File: src/rtl/mdc_reorder.sv
// Output reorder buffer for the 32-point radix-2 MDC FFT: bit-reversed pair beats in,
// natural-order bin pairs out over valid/ready, ping-pong banks with frame-drop detection.
module mdc_reorder #(
   parameter int WIDTH = 9
) (
   input  logic             clk,
   input  logic             rst_n,
   input  logic             di_en,
   input  logic [WIDTH-1:0] di0_re,
   input  logic [WIDTH-1:0] di0_im,
   input  logic [WIDTH-1:0] di1_re,
   input  logic [WIDTH-1:0] di1_im,
   output logic             do_valid,
   input  logic             do_ready,
   output logic [WIDTH-1:0] do0_re,
   output logic [WIDTH-1:0] do0_im,
   output logic [WIDTH-1:0] do1_re,
   output logic [WIDTH-1:0] do1_im,
   output logic [3:0]       do_index,
   output logic             do_last,
   output logic             overflow
);

   localparam int PW = 4 * WIDTH;

   typedef enum logic {IDLE, SEND} state_t;

   state_t          state, state_nx;
   logic [PW-1:0]   mem [2][16];
   logic [3:0]      wr_cnt;
   logic            wr_bank, rd_bank, rd_bank_nx;
   logic            drop_mode;
   logic [1:0]      full, full_nx;

   logic            hs, free_now, eff_full, drop_beat, wr_en, wr_last;
   logic            load, load_bank, valid_nx;
   logic [3:0]      load_word;
   logic [PW-1:0]   load_pair;

   function automatic logic [3:0] rev4(input logic [3:0] k);
      return {k[0], k[1], k[2], k[3]};
   endfunction

   // Write side: a bank freed by this cycle's final handshake counts as empty for beat 0.
   always_comb begin
      hs        = do_valid && do_ready;
      free_now  = hs && do_last;
      eff_full  = full[wr_bank] && !(free_now && (rd_bank == wr_bank));
      drop_beat = (wr_cnt == 4'd0) ? eff_full : drop_mode;
      wr_en     = di_en && !drop_beat;
      wr_last   = wr_en && (wr_cnt == 4'd15);
   end

   // NOTE: every signal gets a default before the case so no path leaves it unassigned (no latch).
   always_comb begin
      state_nx   = state;
      valid_nx   = do_valid;
      rd_bank_nx = rd_bank;
      load       = 1'b0;
      load_bank  = rd_bank;
      load_word  = 4'd0;
      full_nx    = full;
      case (state)
         IDLE: begin
            if (full[rd_bank]) begin
               load     = 1'b1;
               valid_nx = 1'b1;
               state_nx = SEND;
            end
         end
         SEND: begin
            if (hs) begin
               if (!do_last) begin
                  load      = 1'b1;
                  load_word = do_index + 4'd1;
               end else begin
                  full_nx[rd_bank] = 1'b0;
                  rd_bank_nx       = !rd_bank;
                  load_bank        = !rd_bank;
                  if (full[!rd_bank]) begin
                     load = 1'b1;
                  end else begin
                     valid_nx = 1'b0;
                     state_nx = IDLE;
                  end
               end
            end
         end
         default: state_nx = IDLE;
      endcase
      if (wr_last) full_nx[wr_bank] = 1'b1;
      load_pair = mem[load_bank][load_word];
   end

   // NOTE: state and registers use non-blocking assignments so all flops update together on the edge.
   always_ff @(posedge clk or negedge rst_n) begin
      if (!rst_n) begin
         state    <= IDLE;
         do_valid <= 1'b0;
         rd_bank  <= 1'b0;
         full     <= 2'b00;
         do0_re   <= '0;
         do0_im   <= '0;
         do1_re   <= '0;
         do1_im   <= '0;
         do_index <= 4'd0;
         do_last  <= 1'b0;
      end else begin
         state    <= state_nx;
         do_valid <= valid_nx;
         rd_bank  <= rd_bank_nx;
         full     <= full_nx;
         if (load) begin
            {do0_re, do0_im, do1_re, do1_im} <= load_pair;
            do_index <= load_word;
            do_last  <= (load_word == 4'd15);
         end
      end
   end

   always_ff @(posedge clk or negedge rst_n) begin
      if (!rst_n) begin
         wr_cnt    <= 4'd0;
         wr_bank   <= 1'b0;
         drop_mode <= 1'b0;
         overflow  <= 1'b0;
      end else if (di_en) begin
         wr_cnt <= wr_cnt + 4'd1;
         if (wr_last) wr_bank <= !wr_bank;
         if (wr_cnt == 4'd0 && eff_full) begin
            drop_mode <= 1'b1;
            overflow  <= 1'b1;
         end else if (wr_cnt == 4'd15) begin
            drop_mode <= 1'b0;
         end
      end
   end

   // NOTE: the storage is reset because a mid-frame reset must discard everything held.
   always_ff @(posedge clk or negedge rst_n) begin
      if (!rst_n) begin
         for (int b = 0; b < 2; b++)
            for (int w = 0; w < 16; w++)
               mem[b][w] <= '0;
      end else if (wr_en) begin
         mem[wr_bank][rev4(wr_cnt)] <= {di0_re, di0_im, di1_re, di1_im};
      end
   end

endmodule

File: config.mk
export PLATFORM = sky130hd
export DESIGN_NAME = mdc_reorder
export DESIGN_NICKNAME = d
export VERILOG_FILES = /design/src/rtl/mdc_reorder.sv
export SDC_FILE = /design/constraint.sdc
export NUM_CORES = 2
export LEC_CHECK = 0
export CORE_MARGIN = 2
export CORE_UTILIZATION = 68
export DETAILED_ROUTE_END_ITERATION = 8
export PLACE_DENSITY = 0.93
export SLEW_MARGIN = 20
export SYNTH_ARGS = -nofsm -noshare
export SYNTH_HDL_FRONTEND = slang
export SYNTH_SLANG_ARGS = --single-unit
File: constraint.sdc
create_clock -name clk -period 8.1 [get_ports clk]
set_clock_uncertainty 0.1 [all_clocks]
set_input_delay 1.62 -clock clk [delete_from_list [all_inputs] [get_ports clk]]
set_output_delay 1.62 -clock clk [all_outputs]
set_load 0.03 [all_outputs]
# --- Yosys cells after proc, flatten, opt, wreduce, memory -nomap -nowiden ---
# Index checks and enable logic that the tools add are counted.
totals:
  inputBits: 40
  wordCells: 141
  output_inout_bits: 43
  regBits: 1205
classes:
  n_eq_ne: 7
  bitwise_logic: 8
  add_sub_neg: 2
  muxes: 46
  n_reduce_logical: 21
  n_lt_le_gt_ge: 11
op_table:
  columns: ["op", "count"]
  rows:
  - ["$mux W576", 4]
  - ["$bwmux W1152", 1]
  - ["$demux W576 S1", 1]
  - ["$bmux W36 S4", 1]
  - ["$demux W36 S4", 1]
  - ["$mux W36", 3]
  - ["$mux W1", 23]
  - ["$mux W4", 3]
  - ["$logic_and A1 B1 Y1", 11]
  - ["$ge A5 B5 Y1 const B", 2]
  - ["$not A4 Y5", 2]
  - ["$add A4 B1 Y4 const B", 2]
  - ["$eq A4 B4 Y1 const B", 2]
  - ["$mux W2", 4]
  - ["$lt A1 B2 Y1 const B", 3]
  - ["$ne A2 B2 Y1 const B", 3]
  - ["$pmux W1 S2", 3]
  - ["$reduce_and A2 Y1", 3]
  - ["$lt A5 B1 Y1 const B", 1]
  - ["$ge A2 B2 Y1 const B", 2]
  - ["$logic_not A1 Y1", 4]
  - ["$logic_not A4 Y1", 1]
  - ["$not A1 Y2", 2]
  - ["$reduce_and A4 Y1", 1]
  - ["10 further kinds", 12]

# --- Logic depth before layout (Yosys ltp) ---
logic_depth:
  ltp_word: 11
  ltp_mapped: 11
  mapped_depth_nobuf: 8

# --- Worst setup path after synthesis ---
# No wires, ideal clock.
synth_timing:
  path_kind: "input to register"
  from: "input port do_ready"
  to: "register mem[673] (netlist name)"
  setup_slack_ps: 4235
  path_buffers: 3
  stages: 10
  arrival_ps: 3640
  required_ps: 7875
  setup_time_ps: 125
  path_cell_list: "buf_2 > and3_4 > nand2_1 > a32o_1 > mux2_4 > nor3b_4 > buf_8 > nand3_4 > buf_4 > mux2_4"
synth_between:
  elab_chain_cells: 8
synth_rtl:
  columns: ["item", "line_no", "rtl"]
  rows:
  - ["start, declared", "14", "input logic do_ready,"]
  - ["$logic_and A1 B1 Y1", "46", "hs = do_valid && do_ready;"]
  - ["$logic_and A1 B1 Y1", "47", "free_now = hs && do_last;"]
  - ["$logic_and A1 B1 Y1", "48", "eff_full = full[wr_bank] && !(free_now && (rd_bank == wr_bank));"]
  - ["$logic_not A1 Y1", "48", null]
  - ["$logic_and A1 B1 Y1", "48", null]
  - ["$mux W1", "49", "drop_beat = (wr_cnt == 4'd0) ? eff_full : drop_mode;"]
  - ["$logic_not A1 Y1", "50", "wr_en = di_en && !drop_beat;"]
  - ["$logic_and A1 B1 Y1", "50", null]
  - ["end signal, assigned by index", "146", "mem[wr_bank][rev4(wr_cnt)] <= {di0_re, di0_im, di1_re, di1_im};"]
  - ["end, declared", "29", "logic [PW-1:0] mem [2][16];"]
# Every way passes these cells.
# A chain may end at the register's enable or synchronous reset.

# --- Final worst setup path ---
layout_timing:
  from: "input port do_ready"
  to: "register mem[666] (netlist name)"
# Same word-level chain as after synthesis.

==> out/metrics.yaml <==
htree_levels: 3
synth_fp_nets: 4454
drcViolationCount: 0
area_growth_pct: 8.77
place_area_mm2: 0.0557
hold_buffers: 0
fillers: 4303
core_area_mm2: 0.0802
power.density_mw_per_mm2: 385
worst_pin_slew_ps: 1200
rrSetupSlack_ps: 3220
die_x_um: 288
vias: 39400
slowest_stage: "nand3_4"
syn_area_mm2: 0.0548
max_clock_freq_mhz: 180
rows: 104
cp_top_family: "simple AND/OR/NAND/NOR gates"
path_buf_inv: 1
finalSetupViolations: 0
fin_crit_sh_pct: 68.5
async_flop_share_pct: 100
muxShareOfSynthArea_pct: 27.3
drv_cap: 0
hold_class: "reg2reg"
crit_arrival_ps: 6000
holdPathEnd: "overflow$_DFFE_PN0P_"
drive_gt1_share_pct: 34.0
cts.path.max_buffers: 3
final_nets: 4320
grt_max_degree: 169
cp.required_ps: 8550
synth_xor_area_share_pct: 0.126
wl_per_cell_um: 29.9
synthCells: 4409
track_usage_pct: 39.5
drt_iter0_markers: 5591
critPathKind: "in2reg"
wl_met3_um: 19700
die_h_um: 288
tns_ps: 0
r2r-end: "mem[666]$_DFFE_PN0P_"
grt-ovfl-total: 0
cts_resized: 0
avgSynthCellArea_um2: 12.4
synth_top_family_by_area: "multiplexers"
r2r_cells: 6
cp-start-kind: "input pin"
yosysUniqueCellTypes: 58
final.min_clock_period_ps: 5550
routed_wl_um: 162000
timing.final.hold_violations: 0
seq_area_frac_synth_pct: 55.1
port_buffers: 82
synthAdderAreaFrac_pct: 0.114
yosys.area_share.simple_pct: 9.20
synth_compound_area_share_pct: 4.48
min_path_cells: 1
antenna_found_initial: 6
ys.flop_type: "dfrtp_1"
cts_tree: "done"
status: "finished clean"
avgViaCountPerCell: 7.26
r2r_start: "wr_cnt[2]$_DFFE_PN0P_"
slowest_delay_ps: 1100
relSlewSlack_pct: 19.6
clock_sinks: 1205
cts_setup_buffers: 0
topRoutingLayerUsed: "met5"
wl_met1_um: 56400
die-area_mm2: 0.0828
post-synth-top-area-fraction_pct: 55.1
cp_max_fo: 36
postLayoutCellArea_mm2: 0.0596
clkTransAtPathRegs_ps: 60
first_pass_iters: 7
synth-edff-count: 0
maxSlewViolCount: 0
ant_nets: 0
start_util_pct: 68.3
clkLatencyLatePin_ps: 710
rsz0062_at_grt: "no"
min-delay-start: "overflow$_DFFE_PN0P_"
p_leak_nw: 28.2
cts_buffers: 115
wl_met2_um: 74000
hpwlAfterDp_um: 79100
path_cells: "clkdlybuf4s50_1 > and3_4 > nand2_1 > a32o_1 > mux2_4 > nor3b_4 > nand3_4 > mux2_1"
crit_path_end_kind: "register"
yosysWarnings: 0
grt_pass1_vias: 41300
synth_area_leader_cell: "dfrtp_1"
gp_congestion: 0.804
synth_area_leaders: "dfrtp_1 (55%), mux2_2 (23%), nand2_1 (5.4%), mux2i_1 (2.1%), a32oi_1 (1.9%)"
ys_seq_elements: 1205
ir_worst_vdd_v: 0.000274
grt_first_pass_wirelength_um: 247000
root_buffer: "clkbuf_16"
pin_count: 83
## worst max path at each step
stage	start	end	slack [ps]	cells after the start
after floorplan	do_ready	mem[673]$_DFFE_PN0P_	4240	10
after global placement	do_ready	mem[669]$_DFFE_PN0P_	2230	8
after detailed placement	do_ready	mem[666]$_DFFE_PN0P_	2070	8
after CTS	do_ready	mem[666]$_DFFE_PN0P_	2680	8
after global routing	do_ready	mem[661]$_DFFE_PN0P_	2530	8
final	do_ready	mem[666]$_DFFE_PN0P_	2550	8
## area by class of cell
type	count	area, um^2	share of cell area [%]
clock inverter	28	424	0.712
clock buffer	179	3470	5.83
tap	1060	1330	2.23
sequential	1205	30200	50.6
antenna	4	10.0	0.0168
multi-input combinational	2802	22800	38.3
timing repair buffer	147	1350	2.27
inverter	4	22.5	0.0378
## placed cells by master, fill, tap and decap left out, types with 29 or more instances in the layout
master / count
a31oi_1: 142
a32oi_1: 121
buf_4: 55
clkbuf_1: 32
clkbuf_16: 118
clkbuf_8: 29
clkdlybuf4s50_1: 64
dfrtp_1: 1205
mux2_2: 1136
mux2i_1: 117
mux4_2: 36
nand2_1: 777
nand3_1: 186
nand4_1: 54
nor2_1: 45
## state kept, by name (all words and copies together), names as in the netlist
name,count
mem,1152
drop_mode,1
rd_bank,1
state,1
wr_cnt,4
do0_re,9
do1_im,9
do_index,4
do_valid,1
do_last,1
full,2
overflow,1
do0_im,9
wr_bank,1
do1_re,9
## cells in the mapped netlist, drive strengths merged, types with 4 or more instances
| cell type | instances |
|---|---|
| nand4 | 56 |
| a32oi | 121 |
| clkbuf | 267 |
| mux2i | 117 |
| nand2b | 4 |
| a21oi | 6 |
| a31oi | 143 |
| a22oi | 11 |
| buf | 131 |
| and2 | 4 |
| dfrtp | 1205 |
| ha | 5 |
| nor2 | 52 |
| a32o | 7 |
| mux4 | 36 |
| xor2 | 4 |
| o211ai | 13 |
| inv | 4 |
| o21ai | 25 |
| nand2 | 790 |
| mux2 | 1153 |
| nand3 | 204 |
| and3 | 25 |
| a221oi | 6 |
## metrics by stage
stage / util, % / hold slack [ps] / cells / power, mW / setup slack, ps
2_1_floorplan: - / 364 / 4409 / 14.3 / 4240
3_3_place_gp: 69.5 / 372 / 5218 / 16.1 / 2230
3_5_place_dp: 69.5 / 361 / 5218 / 16.7 / 2070
4_1_cts: 74.4 / 377 / 5425 / 22.6 / 2680
5_1_grt: 74.3 / 385 / 5427 / 23.7 / 2530
6_report: 74.3 / 367 / 5429 / 22.9 / 2550
## power by group
group          switching, mW  internal [mW]
Sequential              1.50           8.35
Clock                   2.38           3.22
Combinational           4.23           3.25
## cell families after synthesis
family                   Yosys count
AO/OA/AOI/OAI                    336
XOR/XNOR                           7
adder cells (fa/ha/maj)            5
buffers and inverters            402
flip-flops                      1205
multiplexers                    1306
AND/OR/NAND/NOR                 1148
## per-layer routing
metal | up-vias | GRT usage [%]
met3 | 975 | 11.2
li1 | 15400 | -
met4 | 8 | 27.3
met5 | - | 0
met1 | 19800 | 49.9
met2 | 3121 | 59.4
Power figures use the tool's default switching activity.
